===== src/rtl/booth_sequential_multiplier.sv =====
// Multi-cycle signed 32x32 radix-2 Booth multiplier.
// Operands load on writeEnableIn; the result is fetched with readEnableOut after 32 steps.
module booth_sequential_multiplier (
  input  logic        clk,
  input  logic        reset,
  input  logic [31:0] a,
  input  logic [31:0] b,
  input  logic        writeEnableIn,
  input  logic        readEnableOut,
  output logic [31:0] product,
  output logic        overflow,
  output logic        busy,
  output logic        done,
  output logic        accessError
);

  typedef enum logic [1:0] {StIdle, StCalc, StDone} state_e;

  state_e      state_q;
  logic [31:0] m_q;
  logic [32:0] h_q, h_d;
  logic [31:0] q_q, q_d;
  logic        q1_q, q1_d;
  logic [4:0]  cnt_q;
  logic [31:0] product_q;
  logic        overflow_q;
  logic        access_error_q;

  logic [32:0] m_ext;
  logic [32:0] sum;
  logic [63:0] result;
  logic        ovf_cand;
  logic        load;
  logic        rd_ok;
  logic        illegal;

  always_comb begin
    m_ext = {m_q[31], m_q};
    unique case ({q_q[0], q1_q})
      2'b01:   sum = h_q + m_ext;
      2'b10:   sum = h_q - m_ext;
      default: sum = h_q;
    endcase
    // Arithmetic right shift of the 66-bit {H, Q, q_1} accumulator.
    h_d  = {sum[32], sum[32:1]};
    q_d  = {sum[0], q_q[31:1]};
    q1_d = q_q[0];

    result   = {h_q[31:0], q_q};
    ovf_cand = ~((&result[63:31]) | ~(|result[63:31]));

    load    = writeEnableIn && (state_q != StCalc);
    rd_ok   = readEnableOut && (state_q == StDone);
    illegal = (writeEnableIn && (state_q == StCalc)) ||
              (readEnableOut && (state_q != StDone));
  end

  always_ff @(posedge clk) begin
    if (reset) begin
      state_q        <= StIdle;
      m_q            <= '0;
      h_q            <= '0;
      q_q            <= '0;
      q1_q           <= 1'b0;
      cnt_q          <= '0;
      product_q      <= '0;
      overflow_q     <= 1'b0;
      access_error_q <= 1'b0;
    end else begin
      access_error_q <= illegal;
      if (rd_ok) begin
        product_q  <= result[31:0];
        overflow_q <= ovf_cand;
      end
      if (load) begin
        // A write in DONE discards any unread result and restarts.
        m_q     <= a;
        h_q     <= '0;
        q_q     <= b;
        q1_q    <= 1'b0;
        cnt_q   <= '0;
        state_q <= StCalc;
      end else begin
        unique case (state_q)
          StCalc: begin
            h_q   <= h_d;
            q_q   <= q_d;
            q1_q  <= q1_d;
            cnt_q <= cnt_q + 5'd1;
            if (cnt_q == 5'd31) begin
              state_q <= StDone;
            end
          end
          StDone: begin
            if (rd_ok) begin
              state_q <= StIdle;
            end
          end
          default: state_q <= StIdle;
        endcase
      end
    end
  end

  assign product     = product_q;
  assign overflow    = overflow_q;
  assign busy        = (state_q == StCalc);
  assign done        = (state_q == StDone);
  assign accessError = access_error_q;

endmodule


===== config.mk =====
export PLATFORM = sky130hd
export DESIGN_NAME = booth_sequential_multiplier
export DESIGN_NICKNAME = d
export VERILOG_FILES = /design/src/rtl/booth_sequential_multiplier.sv
export SDC_FILE = /design/constraint.sdc
export NUM_CORES = 1
export LEC_CHECK = 0
export ABC_AREA = 0
export BUFFER_PORTS_ARGS = -buffer_cell sky130_fd_sc_hd__buf_2
export CORE_ASPECT_RATIO = 1.2
export CORE_UTILIZATION = 50
export DETAILED_ROUTE_END_ITERATION = 12
export GPL_TIMING_DRIVEN = 0
export PLACE_DENSITY = 0.7
export SYNTH_ARGS = -nofsm -noshare
export SYNTH_HDL_FRONTEND = slang
export SYNTH_SLANG_ARGS = --single-unit

===== constraint.sdc =====
create_clock -name clk -period 3.7 [get_ports clk]
set_clock_uncertainty 0.1 [all_clocks]
set_input_delay 0.74 -clock clk [delete_from_list [all_inputs] [get_ports clk]]
set_output_delay 0.74 -clock clk [all_outputs]
set_load 0.1 [all_outputs]

* Word-level counts from Yosys, hierarchy flattened
Index checks and enable logic that the tools add are counted.
Widths: inputs -> output; s select.
** Cells by class
- Reduce and logical (&&, ||, !) cells :: 11
- Muxes and demuxes :: 7
- Add/sub/neg operators :: 3
- Equal/unequal tests :: 11
- Bitwise logic cells :: 3
** Operators by type and width (number)
- $pmux 33 s2 :: 1
- $mux 32 :: 2
- $add 32x32->33 :: 1
- $reduce_and 33->1 :: 1
- $reduce_or 33->1 :: 1
- $sub 32x32->33 :: 1
- $ne 2x1->1 const B :: 3
- $ne 3x1->1 const B :: 2
- $add 5x1->5 const B :: 1
- $eq 5x5->1 const B :: 1
- $eq 2x1->1 const B :: 2
- $eq 2x2->1 const B :: 2
- $logic_and 1x1->1 :: 4
- $mux 2 :: 2
- $pmux 2 s2 :: 1
- $reduce_and 2->1 :: 2
- $ne 2x2->1 const B :: 1
- $not 1->1 :: 2
- $reduce_bool 2->1 :: 1
- $reduce_or 2->1 :: 1
- $logic_or 1x1->1 :: 1
- $mux 1 :: 1
- $or 1x1->1 :: 1
** Word-level totals
- Register bits :: 138
- Input port bits :: 68

* Longest topological paths before layout
- Depth in word-level cells :: 5
- Depth in mapped cells :: 19
- Mapped depth without buffers :: 18

* Worst setup path before layout
No wires, ideal clock.
- Kind :: register -> register
- Start point :: register m_q[2]
- End point :: register h_q[31] (netlist name)
- Required time :: 3.484 ns
- Setup time :: 0.116 ns
- Data arrival time :: 3.592 ns
- Slack :: -0.108 ns
- Cell stages (with the launch flop) :: 19
- Buffers on the path :: 0
- Period minus slack after synthesis :: 3.808 ns
- Path through :: dfxtp_1 -> or3_4 -> nor4_1 -> nand2_1 -> nor2_1 -> and2_1 -> nor2b_1 -> a21oi_1 -> xnor2_1 -> ha_1 -> a21o_1 -> a21o_1 -> a21oi_1 -> nor2b_1 -> nand3_1 -> a21oi_1 -> xnor2_1 -> a21oi_1 -> a31o_1
** On the way
- Longest elaborated chain between the ends :: 2
- Elaborated cells on any way between the ends :: 3
- Classes of those cells :: 2 x add/sub; 1 x mux
** Ends and longest elaborated chain
- start: declaration :: line 20 : logic [31:0] m_q;
- start signal: assignment :: line 61 : m_q <= '0;
- start signal: assignment :: line 77 : m_q <= a;
- $sub 32x32->33 / $add 32x32->33 (equally long branches) :: line 41, 40
- $pmux 33 s2 * :: line 39 : unique case ({q_q[0], q1_q})
Every way passes the cells marked *; elsewhere a longest branch is shown, timed or not.
A chain may end at the register's enable or synchronous reset.

* Worst setup path in the final report
- Start point :: register m_q[3]
- End point :: register h_q[31] (netlist name)
** On the way
- Longest elaborated chain between the ends :: 2
- Elaborated cells on any way between the ends :: 3
- Classes of those cells :: 2 x add/sub; 1 x mux
** Ends and longest elaborated chain (line)
- $sub 32x32->33 / $add 32x32->33 (equally long branches) :: 41, 40
- $pmux 33 s2 * :: 39
Marked as above.

==> impl_metrics.yaml <==
setup_path:
  cp.arrival_ps: 4080
  timing.rr.start: "m_q[3]$_SDFFE_PP0P_"
  path_buf_inv: 2
  required_ps: 3930
  crit_cells: 19
  path_cells: "or3_4 -> nor4_4 -> nand2_2 -> nor2_4 -> and2_4 -> nor2b_4 -> buf_6 -> a21oi_2 -> xnor2_2 -> ha_2 -> buf_6 -> nand2_1 -> nor2_1 -> o21ai_1 -> a21oi_1 -> a21oi_2 -> xnor2_2 -> a21oi_2 -> a31o_1"
  critical_path_class: "reg -> reg"
  r2r_cells: 19
  path_max_fanout: 4
  slowest_stage: "or3_4"
  max_stage_delay_ps: 400
  r2r_end: "h_q[31]$_SDFFE_PP0P_"
  crit_family: "simple AND/OR/NAND/NOR gates"
  crit_top_cell: "a21oi_2"
  cp-end-kind: "register"
  ff2ff_setup_slack_ps: -150
  crit_end: "h_q[31]$_SDFFE_PP0P_"
  critPathLaunchType: "register"
  crit_start: "m_q[3]$_SDFFE_PP0P_"
place:
  io_buffers: 102
  dpl.hpwl_mm: 15.4
  placed_area_um2: 8670
  gp_congestion: 0.902
outcome:
  violations: "setup timing"
  outcome: "finished, violations left"
synthesis:
  synthArstFlopShare_pct: 0
  syn-num-nets: 1121
  synth_edf_count: 0
  synth_seq_cells: 138
  synth_area_um2: 7890
  synth_seq_area_share_pct: 35.0
  ys.flop_type: "dfxtp_1"
  ys_types: 54
  syn_area_per_cell_um2: 7.76
  synth_cells: 1016
  yosysWarnings: 0
layout:
  layout_commonest_cell: "nand2_1"
  layout-drive-gt1-share_pct: 21.3
  nets: 1259
  design_area_um2: 9860
  nFillCells: 1415
  diodes: 0
  area_growth_syn_to_layout_pct: 25.0
  final_cell_mix: "175 x nand2_1, 132 x dfxtp_1, 121 x a21oi_1"
clock_network:
  clk_pin_slew_worst_paths_ps: 60
  clock_sinks: 138
  clk_path_buf_depth: 2
  insertion_delay_ps: 430
  hold_buffers: 0
  cts_tree: "built"
  numCtsBuffers: 17
  cts.root.buffer_cell: "clkbuf_16"
  h-tree-depth: 4
timing:
  finalCriticalPeriod_ps: 3850
  tns_ps: -329
  setup_viol: 5
  slew_headroom_pct: 49.1
  slew_viol_final: 0
  max_slew.worst_pin.slew_ps: 764
  setup_ws_ps: -154
  final-hold-violation-count: 0
  fmax_mhz: 259
  grt_setup_unrepaired: "true"
  finalCritPeriodShare_pct: 104
hold_path:
  hold_class: "reg -> reg"
grt:
  antenna_found_initial: 0
  first_global_vias: 7105
  gr-usage-all-layers_pct: 26.3
  grt_max_degree: 17
  grt-ovfl-total: 0
  grt_pass1_wl_mm: 33.7
power_and_ir_drop:
  p_int_mw: 3.05
  p_seq_share_pct: 36.1
  swShare_pct: 33.2
  p_leak_nw: 4.06
  power_density_nw_per_um2: 463
  peakVddDrop_mv: 0.285
  power_mw: 4.56
  power_frac_clock_pct: 36.5
  switchingPower_mw: 1.51
  comb_power_share_pct: 27.4
floorplanning:
  fp.dieArea_um2: 16300
  die_width_um: 117
  start_util_pct: 51.9
  row_count: 49
  die_height_um: 140
  core_area_um2: 15200
  ioPinCount: 104
drt:
  wl_per_cell_um: 15.7
  drcViolationCount: 0
  first_pass_iters: 5
  ant_nets: 0
  via_per_inst: 5.56
  route.vias.total: 7626
  drt_iter0_markers: 611
  wl_mm: 21.6
run:
  maxCapViolCount: 0
==> per-layer routing <==
layer  part of all wire [%]  track usage [%]  up-vias
met5                      0                0        -
met2                     50             45.7      218
met1                     43             31.8     3517
met3                    4.9             5.57       42
li1                       -                -     3849
met4                    2.2             8.39        0
==> worst reg2reg max path, cell delays in order, from the launching register on <==
cell and delay [ps]:
dfxtp_4 350, or3_4 400, nor4_4 320, nand2_2 150, nor2_4 150, and2_4 150
nor2b_4 160, buf_6 120, a21oi_2 60, xnor2_2 150, ha_2 390, buf_6 120
nand2_1 40, nor2_1 150, o21ai_1 120, a21oi_1 210, a21oi_2 100, xnor2_2 240
a21oi_2 80, a31o_1 200
==> cells in the mapped netlist (2+ instances only) <==
cell type	number	share of area (%)
nand2_1	179	8.5
dfxtp_1	138	35
a21oi_1	130	8.2
nor2_1	94	4.5
clkbuf_1	57	2.7
xnor2_1	48	5.3
a211oi_1	43	4.1
mux2i_1	42	5.3
o21ai_0	39	2.5
ha_1	36	5.7
nor3_1	18	1.1
a21o_1	17	1.6
nand4_1	16	1.3
inv_1	15	0.71
nand2b_1	14	1.1
nor4_1	12	0.95
xor2_1	12	1.3
o211ai_1	11	1.0
buf_1	10	0.48
nand3_1	9	0.57
nor2b_1	8	0.63
and2_1	7	0.56
a31oi_1	5	0.40
and3_1	5	0.40
nor3b_1	4	0.38
o21bai_1	4	0.38
a2111oi_0	3	0.33
a221oi_1	3	0.33
a22oi_1	3	0.29
nand3b_1	3	0.29
o211a_1	3	0.38
or3_1	3	0.24
a211o_1	2	0.22
a41oi_1	2	0.22
or3b_2	2	0.22
==> sequential cells by signal (all words and copies together), names as in the netlist <==
name	cells
h_q	32
m_q	32
product	32
q_q	32
cnt_q	5
state_q	2
accessError	1
overflow	1
q1_q	1
==> power groups by stage <==
stage          logic, mW  clock network (mW)  registers (mW)
2_1_floorplan      0.798                   0            1.65
3_3_place_gp        1.02                   0            1.67
3_5_place_dp        1.03                   0            1.67
4_1_cts             1.11                1.69            1.64
5_1_grt             1.36                1.75            1.66
6_report            1.25                1.67            1.65
==> metrics by stage <==
stage	utilization, %	cells	setup slack, ps	hold WS [ps]
after floorplan	-	1016	8.13	336
after global placement	57.0	1322	-592	339
after detailed placement	57.0	1322	-670	343
after CTS	62.2	1360	-176	352
after global routing	64.8	1371	-314	374
final	64.8	1371	-154	350
==> final cells by class <==
class | count | area [µm²] | area share (%)
Buffer | 57 | 219 | 2.22
Clock buffer | 17 | 425 | 4.31
Clock inverter | 15 | 153 | 1.55
Inverter | 15 | 56.3 | 0.571
Multi-Input combinational cell | 796 | 5250 | 53.3
Sequential cell | 138 | 2770 | 28.1
Tap cell | 204 | 255 | 2.59
Timing Repair Buffer | 129 | 724 | 7.35
==> worst min-delay path by stage <==
stage / startpoint / endpoint / slack, ps / depth (start not counted)
floorplan: q1_q$_SDFFE_PP0P_ / q1_q$_SDFFE_PP0P_ / 340 / 2
CTS: product[3]$_SDFFE_PP0P_ / product[3]$_SDFFE_PP0P_ / 350 / 2
finish: product[14]$_SDFFE_PP0P_ / product[14]$_SDFFE_PP0P_ / 350 / 2
global placement: product[0]$_SDFFE_PP0P_ / product[0]$_SDFFE_PP0P_ / 340 / 2
global route: product[26]$_SDFFE_PP0P_ / product[26]$_SDFFE_PP0P_ / 370 / 2
detailed placement: product[3]$_SDFFE_PP0P_ / product[3]$_SDFFE_PP0P_ / 340 / 2
==> what timing repair did <==
action | in CTS | in global routing
gates resized for setup | 39 | 72
endpoints found under the hold margin | 0 | 0
endpoints found under the setup margin | 21 | 21
pin swaps | 29 | 39
buffers inserted | 15 | 12
==> logic make-up (layout without fill, tap and decap cells) <==
group                      count (synthesis)  after routing  share of synthesized area, %
and+or+nand+nor                          382            382                          22.0
AOI/OAI and AO/OA                        274            274                          21.0
DFF                                      138            138                          35.0
buffers and inverters                     82            233                          3.90
xor gates and xnor gates                  60             60                          6.66
muxes                                     43             43                          5.47
adders and majority gates                 37             37                          5.97
No activity file was read; power rests on OpenSTA's default activity.
